File: config.mk
export PLATFORM = sky130hd
export DESIGN_NAME = score_keeper
export DESIGN_NICKNAME = d
export VERILOG_FILES = /design/src/rtl/score_pkg.sv /design/src/rtl/hiscore_table.sv /design/src/rtl/score_keeper.sv
export SDC_FILE = /design/constraint.sdc
export NUM_CORES = 1
export LEC_CHECK = 0
export CAP_MARGIN = 20
export CORE_MARGIN = 2
export CORE_UTILIZATION = 30
export CTS_CLUSTER_DIAMETER = 40
export DETAILED_ROUTE_END_ITERATION = 8
export SYNTH_ARGS = -nofsm -noshare
export SYNTH_HDL_FRONTEND = slang
export SYNTH_SLANG_ARGS = --single-unit
File: constraint.sdc
create_clock -name CLOCK -period 2.4 [get_ports CLOCK]
set_clock_uncertainty 0.05 [all_clocks]
set_input_delay 0.24 -clock CLOCK [delete_from_list [all_inputs] [get_ports CLOCK]]
set_output_delay 0.24 -clock CLOCK [all_outputs]
set_load 0.01 [all_outputs]
File: src/rtl/score_pkg.sv
// rtl/score_pkg.sv - shared state encoding and saturating add for score_keeper
package score_pkg;

   typedef enum logic [1:0] {
      ST_IDLE   = 2'd0,
      ST_PLAY   = 2'd1,
      ST_COMMIT = 2'd2,
      ST_SHOW   = 2'd3
   } state_t;

   // One extra carry bit keeps the sum exact before it is clamped to max_val.
   function automatic logic [31:0] sat_add(input logic [31:0] a,
                                           input logic [31:0] b,
                                           input logic [31:0] max_val);
      logic [32:0] sum;
      sum = {1'b0, a} + {1'b0, b};
      return (sum > {1'b0, max_val}) ? max_val : sum[31:0];
   endfunction

endpackage

File: src/rtl/hiscore_table.sv
// rtl/hiscore_table.sv - per-map high-score register file, one write port, one registered read port
module hiscore_table #(
   parameter int MAP_W    = 2,
   parameter int POINTS_W = 8
) (
   input  logic                i_clk,
   input  logic                i_rst,
   input  logic                i_we,
   input  logic [MAP_W-1:0]    i_waddr,
   input  logic [POINTS_W-1:0] i_wdata,
   input  logic [MAP_W-1:0]    i_raddr,
   output logic [POINTS_W-1:0] o_rdata
);

   localparam int DEPTH = 1 << MAP_W;

   logic [POINTS_W-1:0] r_mem [DEPTH];
   logic [POINTS_W-1:0] r_rdata;

   // A same-cycle write is forwarded so the new entry appears on the next cycle.
   always_ff @(posedge i_clk) begin
      if (i_rst) begin
         for (int i = 0; i < DEPTH; i++) begin
            r_mem[i] <= '0;
         end
         r_rdata <= '0;
      end else begin
         if (i_we) begin
            r_mem[i_waddr] <= i_wdata;
         end
         r_rdata <= (i_we && (i_waddr == i_raddr)) ? i_wdata : r_mem[i_raddr];
      end
   end

   assign o_rdata = r_rdata;

endmodule

File: src/rtl/score_keeper.sv
// rtl/score_keeper.sv - round counter, saturating point accumulator and high-score commit FSM
module score_keeper
   import score_pkg::*;
#(
   parameter int LEVEL_W   = 2,
   parameter int MAP_W     = 2,
   parameter int ROUND_W   = 4,
   parameter int POINTS_W  = 8,
   parameter int MAX_ROUND = 15
) (
   input  logic                CLOCK,
   input  logic                RESET,
   input  logic                START,
   input  logic [LEVEL_W-1:0]  REG_SetupLEVEL,
   input  logic [MAP_W-1:0]    REG_SetupMAPA,
   input  logic                ROUND_OK,
   input  logic                GAME_OVER,
   output logic [ROUND_W-1:0]  ROUND,
   output logic [POINTS_W-1:0] POINTS,
   output logic [POINTS_W-1:0] HIGH_SCORE,
   output logic                NEW_RECORD,
   output logic                WIN,
   output logic                BUSY,
   output logic                DONE
);

   localparam logic [31:0]         PTS_MAX    = (32'd1 << POINTS_W) - 32'd1;
   localparam logic [ROUND_W-1:0]  ROUND_LAST = ROUND_W'(MAX_ROUND);

   state_t              r_state;
   logic [LEVEL_W-1:0]  r_lvl;
   logic [MAP_W-1:0]    r_map;
   logic [ROUND_W-1:0]  r_round;
   logic [POINTS_W-1:0] r_points;
   logic                r_new_record;
   logic                r_win;
   logic                r_busy;
   logic                r_done;

   logic [POINTS_W-1:0] w_points_next;
   logic [ROUND_W-1:0]  w_round_next;
   logic [MAP_W-1:0]    w_rd_addr;
   logic [POINTS_W-1:0] w_hs;
   logic                w_beat;
   logic                w_we;

   assign w_points_next = POINTS_W'(sat_add(32'(r_points), 32'(r_lvl) + 32'd1, PTS_MAX));
   assign w_round_next  = r_round + 1'b1;

   // The read port tracks the live map selector only while idle; otherwise the
   // latched map, so in COMMIT w_hs already holds the stored record for r_map.
   assign w_rd_addr = (r_state == ST_IDLE) ? REG_SetupMAPA : r_map;
   assign w_beat    = (r_points > w_hs);
   assign w_we      = (r_state == ST_COMMIT) && w_beat;

   hiscore_table #(
      .MAP_W    (MAP_W),
      .POINTS_W (POINTS_W)
   ) u_table (
      .i_clk   (CLOCK),
      .i_rst   (RESET),
      .i_we    (w_we),
      .i_waddr (r_map),
      .i_wdata (r_points),
      .i_raddr (w_rd_addr),
      .o_rdata (w_hs)
   );

   always_ff @(posedge CLOCK) begin
      if (RESET) begin
         r_state      <= ST_IDLE;
         r_lvl        <= '0;
         r_map        <= '0;
         r_round      <= '0;
         r_points     <= '0;
         r_new_record <= 1'b0;
         r_win        <= 1'b0;
         r_busy       <= 1'b0;
         r_done       <= 1'b0;
      end else begin
         r_done <= 1'b0;
         case (r_state)
            ST_IDLE, ST_SHOW: begin
               if (START) begin
                  r_lvl        <= REG_SetupLEVEL;
                  r_map        <= REG_SetupMAPA;
                  r_round      <= '0;
                  r_points     <= '0;
                  r_new_record <= 1'b0;
                  r_win        <= 1'b0;
                  r_busy       <= 1'b1;
                  r_state      <= ST_PLAY;
               end
            end
            ST_PLAY: begin
               if (GAME_OVER) begin
                  r_win   <= 1'b0;
                  r_state <= ST_COMMIT;
               end else if (ROUND_OK) begin
                  r_round  <= w_round_next;
                  r_points <= w_points_next;
                  if (w_round_next == ROUND_LAST) begin
                     r_win   <= 1'b1;
                     r_state <= ST_COMMIT;
                  end
               end
            end
            ST_COMMIT: begin
               r_new_record <= w_beat;
               r_busy       <= 1'b0;
               r_done       <= 1'b1;
               r_state      <= ST_SHOW;
            end
            default: r_state <= ST_IDLE;
         endcase
      end
   end

   assign ROUND      = r_round;
   assign POINTS     = r_points;
   assign HIGH_SCORE = w_hs;
   assign NEW_RECORD = r_new_record;
   assign WIN        = r_win;
   assign BUSY       = r_busy;
   assign DONE       = r_done;

endmodule

==> run metrics <==
status finished, final reports clean; initial core utilization 0.3061; CTS tree built; synth top area cells edfxtp_1, dfxtp_1, ha_1, mux4_2, and2_1; FF+latch count, synth 62; Antenna Cells 0; Switching Share 0.3175; Die Y 105.9 um; RSZ-0062 raised after global routing true; Syn Nets 318; post-DP HPWL 5363 um; Mapped Area 3118 sq um; Clock Root Buffer clkbuf_8; CP arrival 2310 ps; delay of the slowest critical-path stage 440 ps; DRC violations left 0; largest net degree at the start of global routing 31; Crit. End Element flop; CP required 2390 ps; initial antenna violation count 0; worst-case reg-to-reg path depth 7; flop2flop setup slack 70 ps; Pre-Repair DR Iteration Count 4; final setup TNS 0 ps; share of layout cells above drive strength 1 0.2284; via count 2,318; final net count 380; pre-CTS setup slack -81.80 ps; CP Max Fanout 8; Num Clock Sinks 62; final hold vios 0; Hold Crit Depth 2; Area Overhead vs Synth 31.86%; WL final 7368 um; top-area cell type share of the netlist area 0.3082; Flop pwr share 0.369; R2R Path Start POINTS[0]; Post-synth EDFFs 32; Final GP Congestion 0.7623; Lkg Pwr 1.534 nW; DR iter-0 viols 128; Crit-path slowest cell or4_4; Slew @ Worst Pin 462.0 ps; total congestion overflow 0; R2R Path End u_table.r_mem[0][1]; clock-pin slew on the worst setup and hold paths 70 ps; Clk pwr share 0.279; Max clock buf depth 2; vias in the first global route 2,339; Max Slew Vio Count 0; most common cell in the synthesized netlist nor2_1; Hold Startpoint WIN; final worst slack 74.48 ps; Int Power 2.396 mW; Routed Antenna Nets 0; GRT Resource Usage Total 0.1360; DR vias/cell 4.683; post-synthesis cell type count 49; Comb power frac 0.351; worst-path cell chain inv_1, ha_1, and4_1, or4_4, o21ai_4, nor3b_4, or2_4; row count 37; Worst Hold Endpoint WIN; Core ar. 10,180 sq um; Routed wire per std cell 14.88 um; post-synth top area cell edfxtp_1; kind of critical path flop to flop; worst min-delay path class flop to flop; switching pwr 1.115 mW; Clock Latency Late Sink 330 ps; sequential area share after synthesis 0.5008; chip width 105.9 um; first-pass GRT wire length 11,870 um; Max IR drop VDD 290.5 uV; die area 11,220 sq um; Tmin final 2326 ps; Mapped Avg Cell Area 10.68 sq um; fmax 430.0 MHz; port bufs 32; # IOs 33; P per Cell Area 853.8 nW/um^2; Synth Warn # 0; H-tree depth 3; max_slew headroom 0.6914; max cap viols 0; Synth Instances 292; top_reg_cell synth edfxtp_1; final setup fails 0; Synth top cells by count nor2_1, edfxtp_1, dfxtp_1, and2_1, inv_1; Async SR Flop Fraction 0; Worst Setup Start Kind flop; Final period util 0.9690; CTS Buf Count 9
worst max-delay path: cells and delay by family (launching register included):
family / cells / cell delay [ps]
fa+ha+maj: 1 / 290
compound gates: 1 / 200
buf+inv: 1 / 70
flops: 1 / 340
simple gates: 4 / 1080
metal layers:
| metal | global-route usage | wire (um) | vias to the layer above |
|---|---|---|---|
| met1 | 0.1891 | 3526 | 1098 |
| met5 | 0 | 0 | - |
| met4 | 0.04981 | 68 | 0 |
| met2 | 0.2115 | 3481 | 45 |
| li1 | - | - | 1167 |
| met3 | 0.02575 | 292 | 8 |
cell usage in the layout, fill, tap and decap left out, types with 2 or more instances in the layout:
master,instances
edfxtp_1,32
inv_2,4
clkdlybuf4s50_1,32
ha_1,12
a22o_1,8
nand2b_1,3
a211oi_1,4
buf_12,2
o31ai_1,4
mux4_2,8
dfxtp_2,10
nor2_1,38
nand3_1,8
inv_1,21
ha_4,4
o21ai_0,9
clkbuf_8,10
or2_4,2
nor2b_1,5
o21a_1,3
nand2_1,6
and2_1,24
mux2i_1,4
dfxtp_1,19
a22oi_1,3
a21oi_1,23
buf_4,27
clkbuf_1,2
xor2_1,2
clkinv_2,2
area by class of cell:
type	count	area (sq um)
Fill cell	995	6073
Sequential cell	62	1578
Multi-Input combinational cell	195	1496
Timing Repair Buffer	61	563.0
Clock buffer	13	170.2
Tap cell	136	170.2
Inverter	25	93.84
Clock inverter	3	40.04
registers in the layout, summed over array words and instances (netlist names):
signal           cells
NEW_RECORD           1
BUSY                 1
DONE                 1
u_table.r_mem       32
POINTS               8
u_table.o_rdata      8
r_state              2
ROUND                4
WIN                  1
r_map                2
r_lvl                2
metrics by stage:
stage                 util  hold WS [ps]  area [sq um]  cells  total power, mW
global placement    0.3740         428.9          3809    476            2.468
finish              0.4037         445.9          4111    495            3.510
detailed placement  0.3740         429.2          3809    476            2.493
floorplan                -         268.2          3147    292            2.091
CTS                 0.3967         450.2          4040    493            3.492
global route        0.4037         466.0          4111    495            3.731
power groups by stage:
stage	Sequential, mW	Clock (mW)	Combinational, mW
floorplan	1.32	0	0.771
global placement	1.31	0	1.16
detailed placement	1.32	0	1.18
CTS	1.29	0.995	1.20
global route	1.31	1.05	1.37
finish	1.30	0.980	1.23
timing repair:
action	4_1_cts	5_1_grt
hold buffers	0	0
buffers inserted	1	2
resized for setup	3	11
cloned	0	0
pin swaps	3	0
setup endpoints to repair	24	34
cells by family after synthesis:
| family | share of synthesized area |
|---|---|
| xor+xnor | 0.005619 |
| compound gates | 0.1312 |
| simple gates | 0.1710 |
| fa+ha+maj | 0.07063 |
| flops | 0.5008 |
| buf+inv | 0.04574 |
| mux | 0.07504 |
worst max-delay path by stage:
stage,cells after the start,startpoint,end
after floorplan,8,u_table.o_rdata[5],u_table.r_mem[0][0]
after global placement,7,u_table.o_rdata[5],u_table.r_mem[2][7]
after detailed placement,7,u_table.o_rdata[5],u_table.r_mem[2][4]
after CTS,8,u_table.o_rdata[5],u_table.o_rdata[5]
after global routing,9,POINTS[0],POINTS[6]
final,7,POINTS[0],u_table.r_mem[0][1]
Power figures use the tool's default switching activity.
